$ cat config.mk
export PLATFORM = sky130hd
export DESIGN_NAME = divider_flat
export DESIGN_NICKNAME = d
export VERILOG_FILES = /design/src/rtl/divider_pkg.sv /design/src/rtl/divider_if.sv /design/src/rtl/divider.sv /design/src/flat_wrapper.sv
export SDC_FILE = /design/constraint.sdc
export NUM_CORES = 1
export LEC_CHECK = 0
export BUFFER_PORTS_ARGS = -buffer_cell sky130_fd_sc_hd__buf_2
export CORE_ASPECT_RATIO = 2
export CORE_MARGIN = 8
export CORE_UTILIZATION = 58
export DETAILED_ROUTE_END_ITERATION = 8
export PLACE_DENSITY_LB_ADDON = 0.12
export SLEW_MARGIN = 25
export SYNTH_ARGS = -nofsm -noshare
export SYNTH_HDL_FRONTEND = slang
export SYNTH_SLANG_ARGS = --single-unit
$ cat constraint.sdc
create_clock -name clk -period 4.03 [get_ports clk]
set_input_delay 0.403 -clock clk [delete_from_list [all_inputs] [get_ports clk]]
set_output_delay 0.403 -clock clk [all_outputs]
set_load 0.02 [all_outputs]
$ cat src/rtl/divider_pkg.sv
// Shared widths, types and constants for the sequential restoring divider.
package divider_pkg;
  localparam int DIVIDEND_W = 16;
  localparam int DIVISOR_W  = 8;
  localparam int STEPS      = 8;

  typedef logic [7:0] byte_t;
  typedef logic [3:0] cnt_t;

  localparam byte_t ERR_FILL = 8'hFF;
  localparam cnt_t  STEPS_C  = cnt_t'(STEPS);
endpackage

$ cat src/rtl/divider_if.sv
// Operand/result bundle for the divider; the block drives the slave side.
interface divider_if;
  import divider_pkg::*;

  logic [DIVIDEND_W-1:0] in_a;
  byte_t                 in_b;
  logic                  in_vld;
  byte_t                 quo;
  byte_t                 rem;
  logic                  err;
  logic                  res_rdy;

  modport master (output in_a, in_b, in_vld, input quo, rem, err, res_rdy);
  modport slave  (input in_a, in_b, in_vld, output quo, rem, err, res_rdy);
endinterface

$ cat src/rtl/divider.sv
// Restoring divider, 16b / 8b -> 8b quotient + 8b remainder, one quotient bit per cycle.
module divider
  import divider_pkg::*;
(
  input  logic clk,
  input  logic rst,
  divider_if.slave bus
);

  byte_t d_q, r_q, q_q;
  cnt_t  i_q;
  logic  e_q;

  byte_t r_d, q_d;
  logic  load_bad;

  // One restoring step; t is 9 bits since {r, q[7]} can reach 2*d-1.
  function automatic logic [15:0] div_step(byte_t r, byte_t q, byte_t d);
    logic [8:0] t;
    t = {r, q[7]};
    if (t >= {1'b0, d}) begin
      t = t - {1'b0, d};
      return {t[7:0], q[6:0], 1'b1};
    end
    return {t[7:0], q[6:0], 1'b0};
  endfunction

  assign {r_d, q_d} = div_step(r_q, q_q, d_q);
  assign load_bad   = (bus.in_b == '0) || (bus.in_a[15:8] >= bus.in_b);

  always_ff @(posedge clk) begin
    if (rst) begin
      d_q <= '0;
      r_q <= '0;
      q_q <= '0;
      e_q <= 1'b0;
      i_q <= STEPS_C;
    end else if (bus.in_vld) begin
      if (load_bad) begin
        e_q <= 1'b1;
        q_q <= ERR_FILL;
        r_q <= ERR_FILL;
        i_q <= STEPS_C;
      end else begin
        d_q <= bus.in_b;
        r_q <= bus.in_a[15:8];
        q_q <= bus.in_a[7:0];
        e_q <= 1'b0;
        i_q <= '0;
      end
    end else if (i_q < STEPS_C) begin
      r_q <= r_d;
      q_q <= q_d;
      i_q <= i_q + cnt_t'(1);
    end
  end

  always_comb begin
    bus.quo     = q_q;
    bus.rem     = r_q;
    bus.err     = e_q;
    bus.res_rdy = (i_q == STEPS_C);
  end

endmodule
$ cat src/flat_wrapper.sv
// flat-port wrapper written by rule: the top's interface ports become plain ports
module divider_flat import divider_pkg::*;
  (clk, rst, bus_in_a, bus_in_b, bus_in_vld, bus_quo, bus_rem, bus_err, bus_res_rdy);
  divider_if bus_i ();
  input  logic clk;
  input  logic rst;
  input wire logic [$bits(bus_i.in_a)-1:0] bus_in_a;
  input wire logic [$bits(bus_i.in_b)-1:0] bus_in_b;
  input wire logic [$bits(bus_i.in_vld)-1:0] bus_in_vld;
  output wire logic [$bits(bus_i.quo)-1:0] bus_quo;
  output wire logic [$bits(bus_i.rem)-1:0] bus_rem;
  output wire logic [$bits(bus_i.err)-1:0] bus_err;
  output wire logic [$bits(bus_i.res_rdy)-1:0] bus_res_rdy;
  assign bus_i.in_a = bus_in_a;
  assign bus_i.in_b = bus_in_b;
  assign bus_i.in_vld = bus_in_vld;
  assign bus_quo = bus_i.quo;
  assign bus_rem = bus_i.rem;
  assign bus_err = bus_i.err;
  assign bus_res_rdy = bus_i.res_rdy;
  divider u_core (.clk(clk), .rst(rst), .bus(bus_i));
endmodule
==> run summary <==
status - complete, no violations
vias in the first global route - 1926
RSZ-0062 raised after global routing - false
main combinational cell family by area after synthesis - compound AO/OA/AOI/OAI gates
layout cells sized above 1 - 22.7%
global-route wire length before repair - 8700 um
final worst slack - 1.74 ns
mapped cell area - 0.00195 mm2
Synth area leader - dfxtp_1
Vias/cell - 6.00
post-layout util - 69.2%
Post-synth top cells - 29 x dfxtp_1, 23 x inv_1, 18 x a21oi_1, 18 x ha_1, 15 x nor2_1
Arr. time, crit path - 2.48 ns
Mapped Cells - 235
# hold bufs at CTS - 0
IO Port Bufs - 44
dpl hpwl - 3890 um
sequential area share after synthesis - 29.8%
CTS root buffer - clkbuf_8
post-CTS sizing - 0
VDD IR max - 0.353 mV
RePlAce Congestion - 0.800
total detailed-routing wirelength - 5100 um
synthesis-to-finish area growth - 17.3%
Ports - 45
CP max FO - 23
final hold vios - 0
Worst Path Required - 4.22 ns
met3 wire len - 195 um
Die W - 57.0 um
setup TNS - 0 ns
CTS Buf Count - 5
Max Fclk - 0.437 GHz
synth warn - 0
post-CTS setup buffer count - 0
worst setup slack after placement - 1.80 ns
ys flop type - dfxtp_1
Clock Latency Late Sink - 0.28 ns
CTS max path bufs - 2
Yosys top cell area share - 29.8%
GRT Total Usage - 18.6%
post-synthesis compound-gate area fraction - 24.7%
Mapped Nets - 281
CP Launch Type - flop
Mapped Avg Cell Area - 8.30 um2
initial antenna violation count - 0
Adder-Cell Fraction of Synth Area - 12.6%
die area - 0.00559 mm2
Die H - 98.0 um
Synth cell types - 45
final setup fails - 0
post-route ant nets - 0
crit end category - flop
Slew Limit Fails - 0
Iter 0 DRT Violations - 34
Starting Density - 59.1%
Setup CP Type - reg -> reg
met1 wire length - 1970 um
highest routed layer - met4
DRC violations left - 0
ranking of synthesized cells by area - dfxtp_1 30%, ha_1 12%, mux2i_1 5.1%
synthesized flop and latch total - 29
actual slew at the worst max-slew pin - 0.996 ns
multiplexer share of the synthesized area - 5.13%
tightest hold margin - 0.385 ns
CTS tree - built
fraction of registers with async set/reset - 0%
Pleak - 1.07 nW
Via Count - 1855
GRT overflow - 0
max_slew headroom - 33.4%
Post-synth EDFFs - 0
fin crit period - 2.29 ns
routed wl met2 - 2820 um
HP Class - in -> reg
drt pass-1 iters - 4
largest net degree at the start of global routing - 31
Synth Area in XOR/XNOR - 2.69%
max_cap viols - 0
num rows - 30
total core area - 0.00330 mm2
wire per inst - 16.5 um
Power per Cell Area - 453 mW/mm2
CTS clk-pin slew, worst paths - 0.06 ns
# H-tree levels - 2
fin crit share - 56.8%
nets - 322
Clock Skew - 0.00134 ns
most frequent cell after synthesis - dfxtp_1
clock sink count - 29
Synth Area in Simple Gates - 18.3%
Power Total - 1.04 mW
diodes inserted - 0
## flip-flops by register name (all words and copies together) (netlist names)
signal / cells
u_core.bus.quo: 8
u_core.bus.err: 1
u_core.d_q: 8
u_core.bus.rem: 8
u_core.i_q: 4
## path summary, 6_finish.rpt
kind                           from           endpoint  slack (ns)  cells past startpoint
setup / recovery      u_core.i_q[3]  u_core.bus.quo[0]        1.74                      3
hold / removal          bus_in_b[2]      u_core.d_q[2]        0.39                      3
setup reg to reg      u_core.i_q[3]  u_core.bus.quo[0]        1.74                      3
hold reg to reg   u_core.bus.quo[1]  u_core.bus.quo[1]        0.46                      2
## placed cells by master (no fill, tap or decap), types with 2 or more instances in the layout
cell,instances
nand3b_1,5
nor2_1,15
o21ai_0,10
o21bai_1,2
a21o_1,3
ha_1,18
clkbuf_8,6
mux2i_1,10
o22ai_1,8
xnor2_1,3
o211ai_1,3
nor3_1,8
a221oi_2,3
a211o_1,3
o21ai_1,3
inv_1,23
nor2b_1,10
or2_2,2
buf_2,44
a211oi_1,5
a21oi_1,18
nor4_1,5
xor2_1,3
nand2b_1,2
dfxtp_1,29
a21oi_2,2
nand2_1,14
and3_1,2
## worst max-delay path, cell delays in order (launching register included)
cell and delay, ns:
dfxtp_1 0.86, nor2b_1 0.88, a21oi_1 0.16, a221oi_1 0.30
## area by class of cell
class,instances,area [um2]
multi-input cells,172,1240
clock inverters,1,30.0
clock buffers,7,86.3
fillers,293,1020
repair buffers,45,228
flip-flops and latches,29,581
well taps,32,40.0
inverters,23,86.3
## report_power, final
group          total [mW]  leakage, nW  internal, mW  switching [mW]
sequential          0.349        0.240         0.314          0.0345
clock               0.316       0.0585         0.201           0.115
combinational       0.370        0.767         0.151           0.219
## kinds of logic after synthesis
family,after synthesis
adder cells (fa/ha/maj),19
AND/OR/NAND/NOR,68
XOR/XNOR,6
AO/OA/AOI/OAI,69
flip-flops,29
multiplexers,10
buffers and inverters,34
## layer usage
layer  up-vias  global-route usage, %
li1        922                      -
met1       874                   19.2
met2        48                   34.0
met3        11                   3.64
met4         0                   8.00
met5         -                      0
## through the flow
| stage | std cells | cell area, um2 |
|---|---|---|
| 6_report | 309 | 2290 |
| 5_1_grt | 309 | 2290 |
| 4_1_cts | 309 | 2290 |
| 3_5_place_dp | 301 | 2170 |
| 3_3_place_gp | 301 | 2170 |
| 2_1_floorplan | 235 | 1950 |
Note: power is estimated with default switching activity, not from simulation.
